==> src/rtl/sum_result_sink.sv <==
// -----------------------------------------------------------------------------
// sum_result_sink
//   Receiving end of the registered 4-bit adder result interface. Result words
//   (5-bit sum + overflow flag) arrive over a valid/ready handshake and are
//   buffered in a small FIFO. A control FSM drains N_WORDS words per group into
//   a saturating accumulator. It also counts overflow flags and flags any word
//   whose overflow bit disagrees with its sum MSB. The finished group summary is
//   offered downstream on a second valid/ready handshake.
//
// Parameters
//   DEPTH    FIFO entries (power of two, >= 2)
//   N_WORDS  result words per group (>= 1)
//   ACC_W    accumulator width (>= 5), saturates at 2^ACC_W-1
//
// Ports
//   clk, rst       rising-edge clock, asynchronous active-high reset
//   in_valid       result word present
//   in_ready       sink can accept a word (registered FIFO not full)
//   in_sum         adder sum, 0..30
//   in_overflow    adder carry-out flag
//   out_valid      group summary valid
//   out_ready      downstream accepts the summary
//   out_total      saturating sum of the group's in_sum values
//   out_ovf_cnt    number of words in the group with in_overflow = 1
//   out_sat        accumulator clamped at least once during the group
//   out_err        at least one word had in_overflow != in_sum[4]
// -----------------------------------------------------------------------------
module sum_result_sink #(
  parameter int unsigned DEPTH   = 4,
  parameter int unsigned N_WORDS = 4,
  parameter int unsigned ACC_W   = 8
) (
  input  logic                               clk,
  input  logic                               rst,
  input  logic                               in_valid,
  output logic                               in_ready,
  input  logic [4:0]                         in_sum,
  input  logic                               in_overflow,
  output logic                               out_valid,
  input  logic                               out_ready,
  output logic [ACC_W-1:0]                   out_total,
  output logic [$clog2(N_WORDS+1)-1:0]       out_ovf_cnt,
  output logic                               out_sat,
  output logic                               out_err
);

  localparam int unsigned AW = $clog2(DEPTH);
  localparam int unsigned CW = $clog2(N_WORDS + 1);

  typedef logic [AW:0] ptr_t;

  typedef struct packed {
    logic [4:0] sum;
    logic       ovf;
  } word_t;

  typedef enum logic [1:0] {
    IDLE  = 2'd0,
    ACCUM = 2'd1,
    DONE  = 2'd2
  } state_t;

  // ---------------------------------------------------------------------------
  // FIFO
  // ---------------------------------------------------------------------------
  word_t mem [DEPTH];
  ptr_t  wr_ptr, rd_ptr;
  logic  full, empty;
  logic  push, pop;
  word_t rd_word;

  // The extra MSB on each pointer separates "wrapped once" (full) from
  // "caught up" (empty) when the index bits match.
  assign full     = (wr_ptr[AW] != rd_ptr[AW]) &&
                    (wr_ptr[AW-1:0] == rd_ptr[AW-1:0]);
  assign empty    = (wr_ptr == rd_ptr);
  assign in_ready = !full;
  // Refused when full even if a pop happens this cycle: no bypass path.
  assign push     = in_valid && !full;
  assign rd_word  = mem[rd_ptr[AW-1:0]];

  // NOTE: storage array has no reset; entries are only read after being
  // written, and the reset-cleared pointers guarantee that.
  always_ff @(posedge clk) begin
    if (push) begin
      mem[wr_ptr[AW-1:0]] <= '{sum: in_sum, ovf: in_overflow};
    end
  end

  // NOTE: sequential state is updated with non-blocking assignments only, so
  // every register samples pre-edge values regardless of statement order.
  always_ff @(posedge clk or posedge rst) begin
    if (rst) begin
      wr_ptr <= '0;
      rd_ptr <= '0;
    end else begin
      if (push) wr_ptr <= wr_ptr + ptr_t'(1);
      if (pop)  rd_ptr <= rd_ptr + ptr_t'(1);
    end
  end

  // ---------------------------------------------------------------------------
  // Control FSM and accumulator
  // ---------------------------------------------------------------------------
  state_t           state_q, state_d;
  logic [ACC_W-1:0] acc_q, acc_d;
  logic [CW-1:0]    ovf_q, ovf_d;
  logic [CW-1:0]    cnt_q, cnt_d;
  logic             sat_q, sat_d;
  logic             err_q, err_d;
  logic [ACC_W:0]   sum_ext;
  logic             load_out;
  logic             clr_out;

  always_ff @(posedge clk or posedge rst) begin
    if (rst) begin
      state_q <= IDLE;
      acc_q   <= '0;
      ovf_q   <= '0;
      cnt_q   <= '0;
      sat_q   <= 1'b0;
      err_q   <= 1'b0;
    end else begin
      state_q <= state_d;
      acc_q   <= acc_d;
      ovf_q   <= ovf_d;
      cnt_q   <= cnt_d;
      sat_q   <= sat_d;
      err_q   <= err_d;
    end
  end

  // NOTE: every variable gets a default before the case statement, so no
  // path through the block can leave one unassigned and infer a latch.
  always_comb begin
    state_d  = state_q;
    acc_d    = acc_q;
    ovf_d    = ovf_q;
    cnt_d    = cnt_q;
    sat_d    = sat_q;
    err_d    = err_q;
    pop      = 1'b0;
    load_out = 1'b0;
    clr_out  = 1'b0;
    // One extra bit catches the carry that signals a clamp.
    sum_ext  = {1'b0, acc_q} + {{(ACC_W-4){1'b0}}, rd_word.sum};

    unique case (state_q)
      IDLE: begin
        acc_d = '0;
        ovf_d = '0;
        cnt_d = '0;
        sat_d = 1'b0;
        err_d = 1'b0;
        if (!empty) state_d = ACCUM;
      end

      ACCUM: begin
        // An empty FIFO is a stall: all group state simply holds.
        if (!empty) begin
          pop = 1'b1;
          if (sum_ext[ACC_W]) begin
            acc_d = '1;
            sat_d = 1'b1;
          end else begin
            acc_d = sum_ext[ACC_W-1:0];
          end
          ovf_d = ovf_q + CW'(rd_word.ovf);
          if (rd_word.ovf != rd_word.sum[4]) err_d = 1'b1;
          cnt_d = cnt_q + CW'(1);
          if (cnt_q == CW'(N_WORDS - 1)) begin
            state_d  = DONE;
            load_out = 1'b1;
          end
        end
      end

      DONE: begin
        // out_valid is high for exactly the DONE state.
        if (out_ready) begin
          state_d = IDLE;
          clr_out = 1'b1;
          acc_d   = '0;
          ovf_d   = '0;
          cnt_d   = '0;
          sat_d   = 1'b0;
          err_d   = 1'b0;
        end
      end

      default: state_d = IDLE;
    endcase
  end

  // ---------------------------------------------------------------------------
  // Registered summary outputs: loaded with the post-pop values on the final
  // pop of a group, held through backpressure, zeroed on handshake.
  // ---------------------------------------------------------------------------
  always_ff @(posedge clk or posedge rst) begin
    if (rst) begin
      out_valid   <= 1'b0;
      out_total   <= '0;
      out_ovf_cnt <= '0;
      out_sat     <= 1'b0;
      out_err     <= 1'b0;
    end else if (load_out) begin
      out_valid   <= 1'b1;
      out_total   <= acc_d;
      out_ovf_cnt <= ovf_d;
      out_sat     <= sat_d;
      out_err     <= err_d;
    end else if (clr_out) begin
      out_valid   <= 1'b0;
      out_total   <= '0;
      out_ovf_cnt <= '0;
      out_sat     <= 1'b0;
      out_err     <= 1'b0;
    end
  end

endmodule

==> config.mk <==
export PLATFORM = sky130hd
export DESIGN_NAME = sum_result_sink
export DESIGN_NICKNAME = d
export VERILOG_FILES = /design/src/rtl/sum_result_sink.sv
export SDC_FILE = /design/constraint.sdc
export NUM_CORES = 1
export LEC_CHECK = 0
export BUFFER_PORTS_ARGS = -buffer_cell sky130_fd_sc_hd__clkbuf_2
export CAP_MARGIN = 20
export CORE_UTILIZATION = 45
export CTS_BUF_LIST = sky130_fd_sc_hd__clkbuf_8
export DETAILED_ROUTE_END_ITERATION = 10
export GPL_ROUTABILITY_DRIVEN = 0
export GPL_TIMING_DRIVEN = 0
export PLACE_DENSITY = 0.67
export SETUP_SLACK_MARGIN = 0.05
export SYNTH_ARGS = -nofsm -noshare
export SYNTH_HDL_FRONTEND = slang
export SYNTH_SLANG_ARGS = --single-unit
==> constraint.sdc <==
create_clock -name clk -period 3 [get_ports clk]
set_input_delay 0.6 -clock clk [delete_from_list [all_inputs] [get_ports clk]]
set_output_delay 0.6 -clock clk [all_outputs]
set_load 0.03 [all_outputs]
==> qor.log, run 1 <==
qor: outcome.result_of_the_run finished, final reports clean
qor: critical_path.element_type_at_the_critical_path_end register
qor: die.dieArea 0.00672 sq mm
qor: routing.drt_first_pass_iters 4
qor: critical_path.ws_path_type register to register
qor: logic_synthesis.synth_cell_types 45
qor: sta.fmax 361 MHz
qor: global_routing.grt_overflow 0
qor: die.floorplan.die.width 82.0 microns
qor: critical_path.start_kind register
qor: sta.setup-tns-final 0 ps
qor: routing.drcViolationCount 0
qor: logic_synthesis.ys_flop_type sky130_fd_sc_hd__dfrtp_1
qor: global_routing.global_route.usage.total 17.4%
qor: sta.fin_worst_skew 6.46 ps
qor: finish.layout-drive-gt1-share 25.5%
qor: logic_synthesis.edff_count_synth 24
qor: logic_synthesis.synth_async_sr_flop_share 61.3%
qor: logic_synthesis.yosysWarningCount 0
qor: logic_synthesis.synth_seq_area_share 58.1%
qor: finish.diodes 0
qor: critical_path.path_max_fanout 9
qor: clock_network.ctsRootBufferMaster sky130_fd_sc_hd__clkbuf_8
qor: sta.fin_crit_sh 92.4%
qor: global_routing.grt_pass1_vias 1,679
qor: sta.slew_headroom 47.1%
qor: logic_synthesis.synth_fp_nets 252
qor: placement.portBuffers 24
qor: sta.rsz0062_at_grt no
qor: sta.period_needed 2770 ps
qor: critical_path.worstPathArrival 2990 ps
qor: clock_network.tritoncts done
qor: routing.wirelength 5.10 mm
qor: placement.placed_cell_area 0.00309 sq mm
qor: global_routing.grt_pass1_wl 8.36 mm
qor: finish.nets 287
qor: clock_network.post_cts_hold_buffer_count 0
qor: routing.route.detailed.vias_per_inst 5.27
qor: clock_network.cts_setup_buffers 0
qor: routing.drtAntennaViolNets 0
qor: logic_synthesis.syn_area 0.00288 sq mm
qor: critical_path.cp_data_required_time 3220 ps
qor: job.maxCapViolations 0
qor: logic_synthesis.post_synth_main_area_contributors sky130_fd_sc_hd__dfrtp_1 33%, sky130_fd_sc_hd__edfxtp_1 25%, sky130_fd_sc_hd__ha_1 6.1%, sky130_fd_sc_hd__mux4_2 4.7%, sky130_fd_sc_hd__o21ai_1 3.3%
qor: die.die_h 82.0 microns
qor: sta.final.setup.worst_slack 227 ps
qor: routing.via_count 1,801
qor: global_routing.grt_antenna_before_repair 0
qor: logic_synthesis.postSynthRegisterBits 62
qor: die.num_rows 28
qor: clock_network.cts_htree_levels 3
qor: routing.avgRoutedWirePerCell 14.9 microns
qor: clock_network.clock_tree.buffer_depth 2
qor: logic_synthesis.synth.top_cell.area_share 33.0%
qor: logic_synthesis.post_synth_inst_count 227
qor: routing.detail_route.iter0.violations 152
qor: finish.postLayoutCellArea 0.00331 sq mm
qor: sta.finalMaxSlewViolations 0
qor: die.initial_utilization 47.5%
qor: die.boundaryPins 25
qor: finish.signed_area_change_from_the_synthesized_netlist_to_the_final_layout 15.0%
qor: sta.worst-slew-pin-transition 792 ps
qor: die.fp.coreArea 0.00606 sq mm
qor: sta.setup_viol 0
qor: sta.hold_ws 390 ps
qor: placement.post-place-ws 168 ps
qor: hold_path.hold_class input port to asynchronous set/reset pin
qor: global_routing.grt_max_degree 39
qor: placement.post-dp-hpwl 3.60 mm
qor: sta.timing.final.hold_violations 0
qor: clock_network.source_to_sink_clock_delay_at_the_later_pin_of_the_worst_skew_pair 340 ps
qor: clock_network.clkSinkCount 62
qor: clock_network.path_clk_slew 70 ps
qor: clock_network.cts-buffers-inserted 9
qor: logic_synthesis.synth_area_per_inst 12.7 sq um
qor: logic_synthesis.post-synth-top-area-cell sky130_fd_sc_hd__dfrtp_1
[through the flow]
step / utilization (%) / instances
6_report: 54.6 / 342
4_1_cts: 54.4 / 342
2_1_floorplan: - / 227
3_3_place_gp: 51.0 / 326
5_1_grt: 54.6 / 342
3_5_place_dp: 51.0 / 326
[cell usage in the layout (no fill, tap or decap), types with 3 or more instances in the layout]
cell type / synthesis / final
sky130_fd_sc_hd__a22o_1: 5 / 5
sky130_fd_sc_hd__and3_1: 4 / 4
sky130_fd_sc_hd__clkbuf_8: 0 / 9
sky130_fd_sc_hd__nand2_1: 21 / 21
sky130_fd_sc_hd__mux4_2: 6 / 6
sky130_fd_sc_hd__o21ai_1: 19 / 19
sky130_fd_sc_hd__ha_1: 14 / 14
sky130_fd_sc_hd__nand3_1: 17 / 17
sky130_fd_sc_hd__inv_1: 9 / 8
sky130_fd_sc_hd__o21ai_0: 7 / 7
sky130_fd_sc_hd__xor2_1: 5 / 5
sky130_fd_sc_hd__a21oi_1: 9 / 8
sky130_fd_sc_hd__xnor2_1: 5 / 5
sky130_fd_sc_hd__nor2_1: 10 / 7
sky130_fd_sc_hd__inv_6: 0 / 3
sky130_fd_sc_hd__nor2_2: 0 / 3
sky130_fd_sc_hd__clkbuf_2: 0 / 24
sky130_fd_sc_hd__buf_6: 3 / 3
sky130_fd_sc_hd__dfrtp_1: 38 / 38
sky130_fd_sc_hd__edfxtp_1: 24 / 24
[logic make-up (layout without fill, tap and decap cells)]
logic type	count (synthesis)	after routing	share of synthesized area [%]
flops	62	62	58.1
simple gates	61	61	10.7
compound gates	55	55	12.4
buf+inv	16	56	3.09
fa+ha+maj	15	15	6.78
xor+xnor	12	12	4.17
mux	6	6	4.70
[repair_timing]
item,4_1_cts,5_1_grt
endpoints found under the hold margin,0,0
endpoints found under the setup margin,0,8
gates resized for setup,0,4
[Yosys cell counts, drive strengths merged, types with 2 or more instances]
library cell	n
edfxtp	24
o31ai	2
and3	4
nand3	18
inv	9
nand2	23
a31oi	2
a22o	5
nor2	10
a21oi	9
dfrtp	38
buf	6
xor2	5
xnor2	7
mux4	6
ha	14
o21ai	27
[routing by layer]
layer / wire (microns) / GRT usage, %
met5: 0 / 0
met4: 70 / 7.37
met3: 181 / 4.33
met2: 2300 / 25.6
met1: 2550 / 24.2
[worst max-delay path, cell delays in order, from the launching register on]
cell,delay (ps)
sky130_fd_sc_hd__dfrtp_1,370
sky130_fd_sc_hd__buf_6,170
sky130_fd_sc_hd__mux4_2,510
sky130_fd_sc_hd__ha_1,220
sky130_fd_sc_hd__fa_1,420
sky130_fd_sc_hd__a21oi_2,190
sky130_fd_sc_hd__o21ai_1,150
sky130_fd_sc_hd__nor2b_1,160
sky130_fd_sc_hd__buf_2,190
sky130_fd_sc_hd__nor2_2,180
sky130_fd_sc_hd__o21ai_0,90
[state kept, by name, summed over array words and instances, names as in the netlist]
signal       count
rd_ptr           3
out_sat          1
acc_q            8
mem             24
sat_q            1
cnt_q            3
state_q          2
ovf_q            3
out_total        8
out_valid        1
out_err          1
err_q            1
out_ovf_cnt      3
wr_ptr           3
[area by class of cell]
type,count,area [sq um]
inverter,9,33.8
fill,531,2750
timing repair buffer,24,120
multi-input combinational,149,1130
clock buffer,9,124
tap,75,93.8
buffer,7,55.1
clock inverter,7,81.3
sequential,62,1670
[worst paths after layout]
kind	from	to	slack (ps)	cells after the start
worst min-delay path	rst	out_ovf_cnt[0]	390	2
worst max register to register	rd_ptr[0]	acc_q[4]	230	10
max in group asynchronous	rst	acc_q[3]	2100	2
worst max-delay path	rd_ptr[0]	acc_q[4]	230	10
min in group clk	out_valid	out_valid	480	2
worst min register to register	out_valid	out_valid	480	2
Power of run 1 is left out: the tool's default activity adds up to more than one toggle a clock period on the data nets, which glitch-free logic cannot reach.
==> inputs of run 2 (changes only) <==
Settings changed: CORE_ASPECT_RATIO from default to 0.75.
==> run 2 against run 1 <==
Against the previous run: register-to-register slack barely moved; flip-flop and latch count stayed put; wire length grew 3.8%; hold slack lost 22 ps; critical path type unchanged; highest routed layer unchanged.
==> qor.log, run 2 (synthesized netlist as in run 1, its figures left out) <==
qor: die.fp.coreArea 0.00598 sq mm
qor: clock_network.clock_tree.buffer_depth 2
qor: critical_path.critPathSlowestCell sky130_fd_sc_hd__mux4_2
qor: clock_network.post_cts_hold_buffer_count 0
qor: placement.portBuffers 24
qor: sta.timing.final.hold_violations 0
qor: outcome.result_of_the_run finished, final reports clean
qor: sta.setup-tns-final 0 ps
qor: routing.via_count 1,838
qor: finish.final_cell_mix 38 x sky130_fd_sc_hd__dfrtp_1, 24 x sky130_fd_sc_hd__clkbuf_2, 24 x sky130_fd_sc_hd__edfxtp_1, 21 x sky130_fd_sc_hd__nand2_1, 19 x sky130_fd_sc_hd__o21ai_1
qor: finish.layout-drive-gt1-share 25.5%
qor: clock_network.cts_htree_levels 3
qor: finish.commonest_non_fill_non_tap_cell_in_the_layout sky130_fd_sc_hd__dfrtp_1
qor: die.initial_utilization 48.2%
qor: sta.setup_viol 0
qor: critical_path.cp_data_required_time 3230 ps
qor: global_routing.grt_pass1_vias 1,793
qor: critical_path.element_type_at_the_critical_path_end register
qor: global_routing.grt_pass1_wl 8.85 mm
qor: sta.period_needed 2780 ps
qor: finish.signed_area_change_from_the_synthesized_netlist_to_the_final_layout 15.1%
qor: die.die_h 71.3 microns
qor: critical_path.critical_path.n_buffers_inverters 2
qor: critical_path.cp_cell_sequence buf_6, mux4_2, ha_1, fa_1, a21oi_2, o21ai_1, nor2b_1, buf_2, nor2_2, o21ai_0
qor: sta.slew_headroom 47.0%
qor: die.boundaryPins 25
qor: clock_network.tritoncts done
qor: routing.detail_route.iter0.violations 92
qor: critical_path.timing.critical_path.slowest_cell_delay 520 ps
qor: critical_path.start_kind register
qor: critical_path.critPathTopFamily adder cells
qor: clock_network.path_clk_slew 70 ps
qor: sta.finalMaxSlewViolations 0
qor: sta.fin_crit_sh 92.5%
qor: sta.hold_ws 368 ps
qor: job.maxCapViolations 0
qor: clock_network.cts-buffers-inserted 9
qor: clock_network.post_cts_resize_count 0
qor: sta.fmax 360 MHz
qor: routing.drt_first_pass_iters 5
qor: hold_path.hold_class input port to asynchronous set/reset pin
qor: critical_path.worstPathArrival 3010 ps
qor: placement.placed_cell_area 0.00310 sq mm
qor: die.dieArea 0.00672 sq mm
qor: routing.avgRoutedWirePerCell 15.3 microns
qor: routing.route.detailed.vias_per_inst 5.33
qor: die.num_rows 24
qor: clock_network.cts_setup_buffers 0
qor: clock_network.source_to_sink_clock_delay_at_the_later_pin_of_the_worst_skew_pair 350 ps
qor: sta.rsz0062_at_grt no
qor: routing.drcViolationCount 0
qor: finish.nets 287
qor: clock_network.clkSinkCount 62
qor: global_routing.grt_antenna_before_repair 0
qor: routing.wirelength 5.29 mm
qor: critical_path.ws_path_type register to register
qor: clock_network.ctsRootBufferMaster sky130_fd_sc_hd__clkbuf_8
qor: placement.post-dp-hpwl 3.71 mm
qor: finish.number_of_flip_flops_in_the_largest_register 24
qor: sta.worst-slew-pin-transition 794 ps
qor: finish.diodes 0
qor: global_routing.global_route.usage.total 18.2%
qor: global_routing.grt_overflow 0
qor: global_routing.grt_max_degree 39
qor: critical_path.path_max_fanout 9
qor: finish.postLayoutCellArea 0.00331 sq mm
qor: die.floorplan.die.width 94.3 microns
qor: routing.drtAntennaViolNets 0
qor: sta.fin_worst_skew 6.45 ps
==> run 2: cell count changes in the layout (fill, tap and decap cells not counted) <==
cell	previous run	this run
sky130_fd_sc_hd__clkinv_1	0	1
sky130_fd_sc_hd__clkinv_4	2	1
sky130_fd_sc_hd__clkinvlp_4	1	3
sky130_fd_sc_hd__inv_6	3	1
sky130_fd_sc_hd__nor2_1	7	6
sky130_fd_sc_hd__nor2_4	0	1
==> run 2: area by class of cell <==
class | count | area, sq um
plain buffers | 7 | 55.1
repair buffers | 24 | 120
multi-input cells | 149 | 1140
clock buffers | 9 | 124
fillers | 536 | 2660
clock inverters | 7 | 73.8
well taps | 78 | 97.6
inverters | 9 | 33.8
flip-flops and latches | 62 | 1670
==> run 2: final timing paths <==
| check | startpoint | to | slack [ps] | depth (start not counted) |
|---|---|---|---|---|
| worst max-delay path | rd_ptr[0] | acc_q[3] | 220 | 10 |
| worst min-delay path | rst | wr_ptr[1] | 370 | 2 |
| worst max register to register | rd_ptr[0] | acc_q[3] | 220 | 10 |
| worst min register to register | out_valid | out_valid | 480 | 2 |
| max in group asynchronous | rst | out_total[0] | 2110 | 2 |
| min in group clk | in_sum[2] | mem[3][3] | 470 | 1 |
==> run 2: metal layers <==
| layer | vias to the layer above | GRT usage (%) | routed length, microns |
|---|---|---|---|
| met4 | 0 | 6.15 | 71 |
| met5 | - | 0 | 0 |
| li1 | 905 | - | - |
| met2 | 52 | 25.6 | 2180 |
| met1 | 871 | 25.5 | 2790 |
| met3 | 10 | 7.32 | 239 |
==> run 2: per-stage QoR <==
step	utilization, %	std cells	worst slack (ps)
final	55.4	345	225
after detailed placement	51.8	329	150
after global routing	55.4	345	54.9
after floorplan	-	227	477
after global placement	51.8	329	168
after CTS	55.1	345	136
Power of run 2 is left out for the same reason.
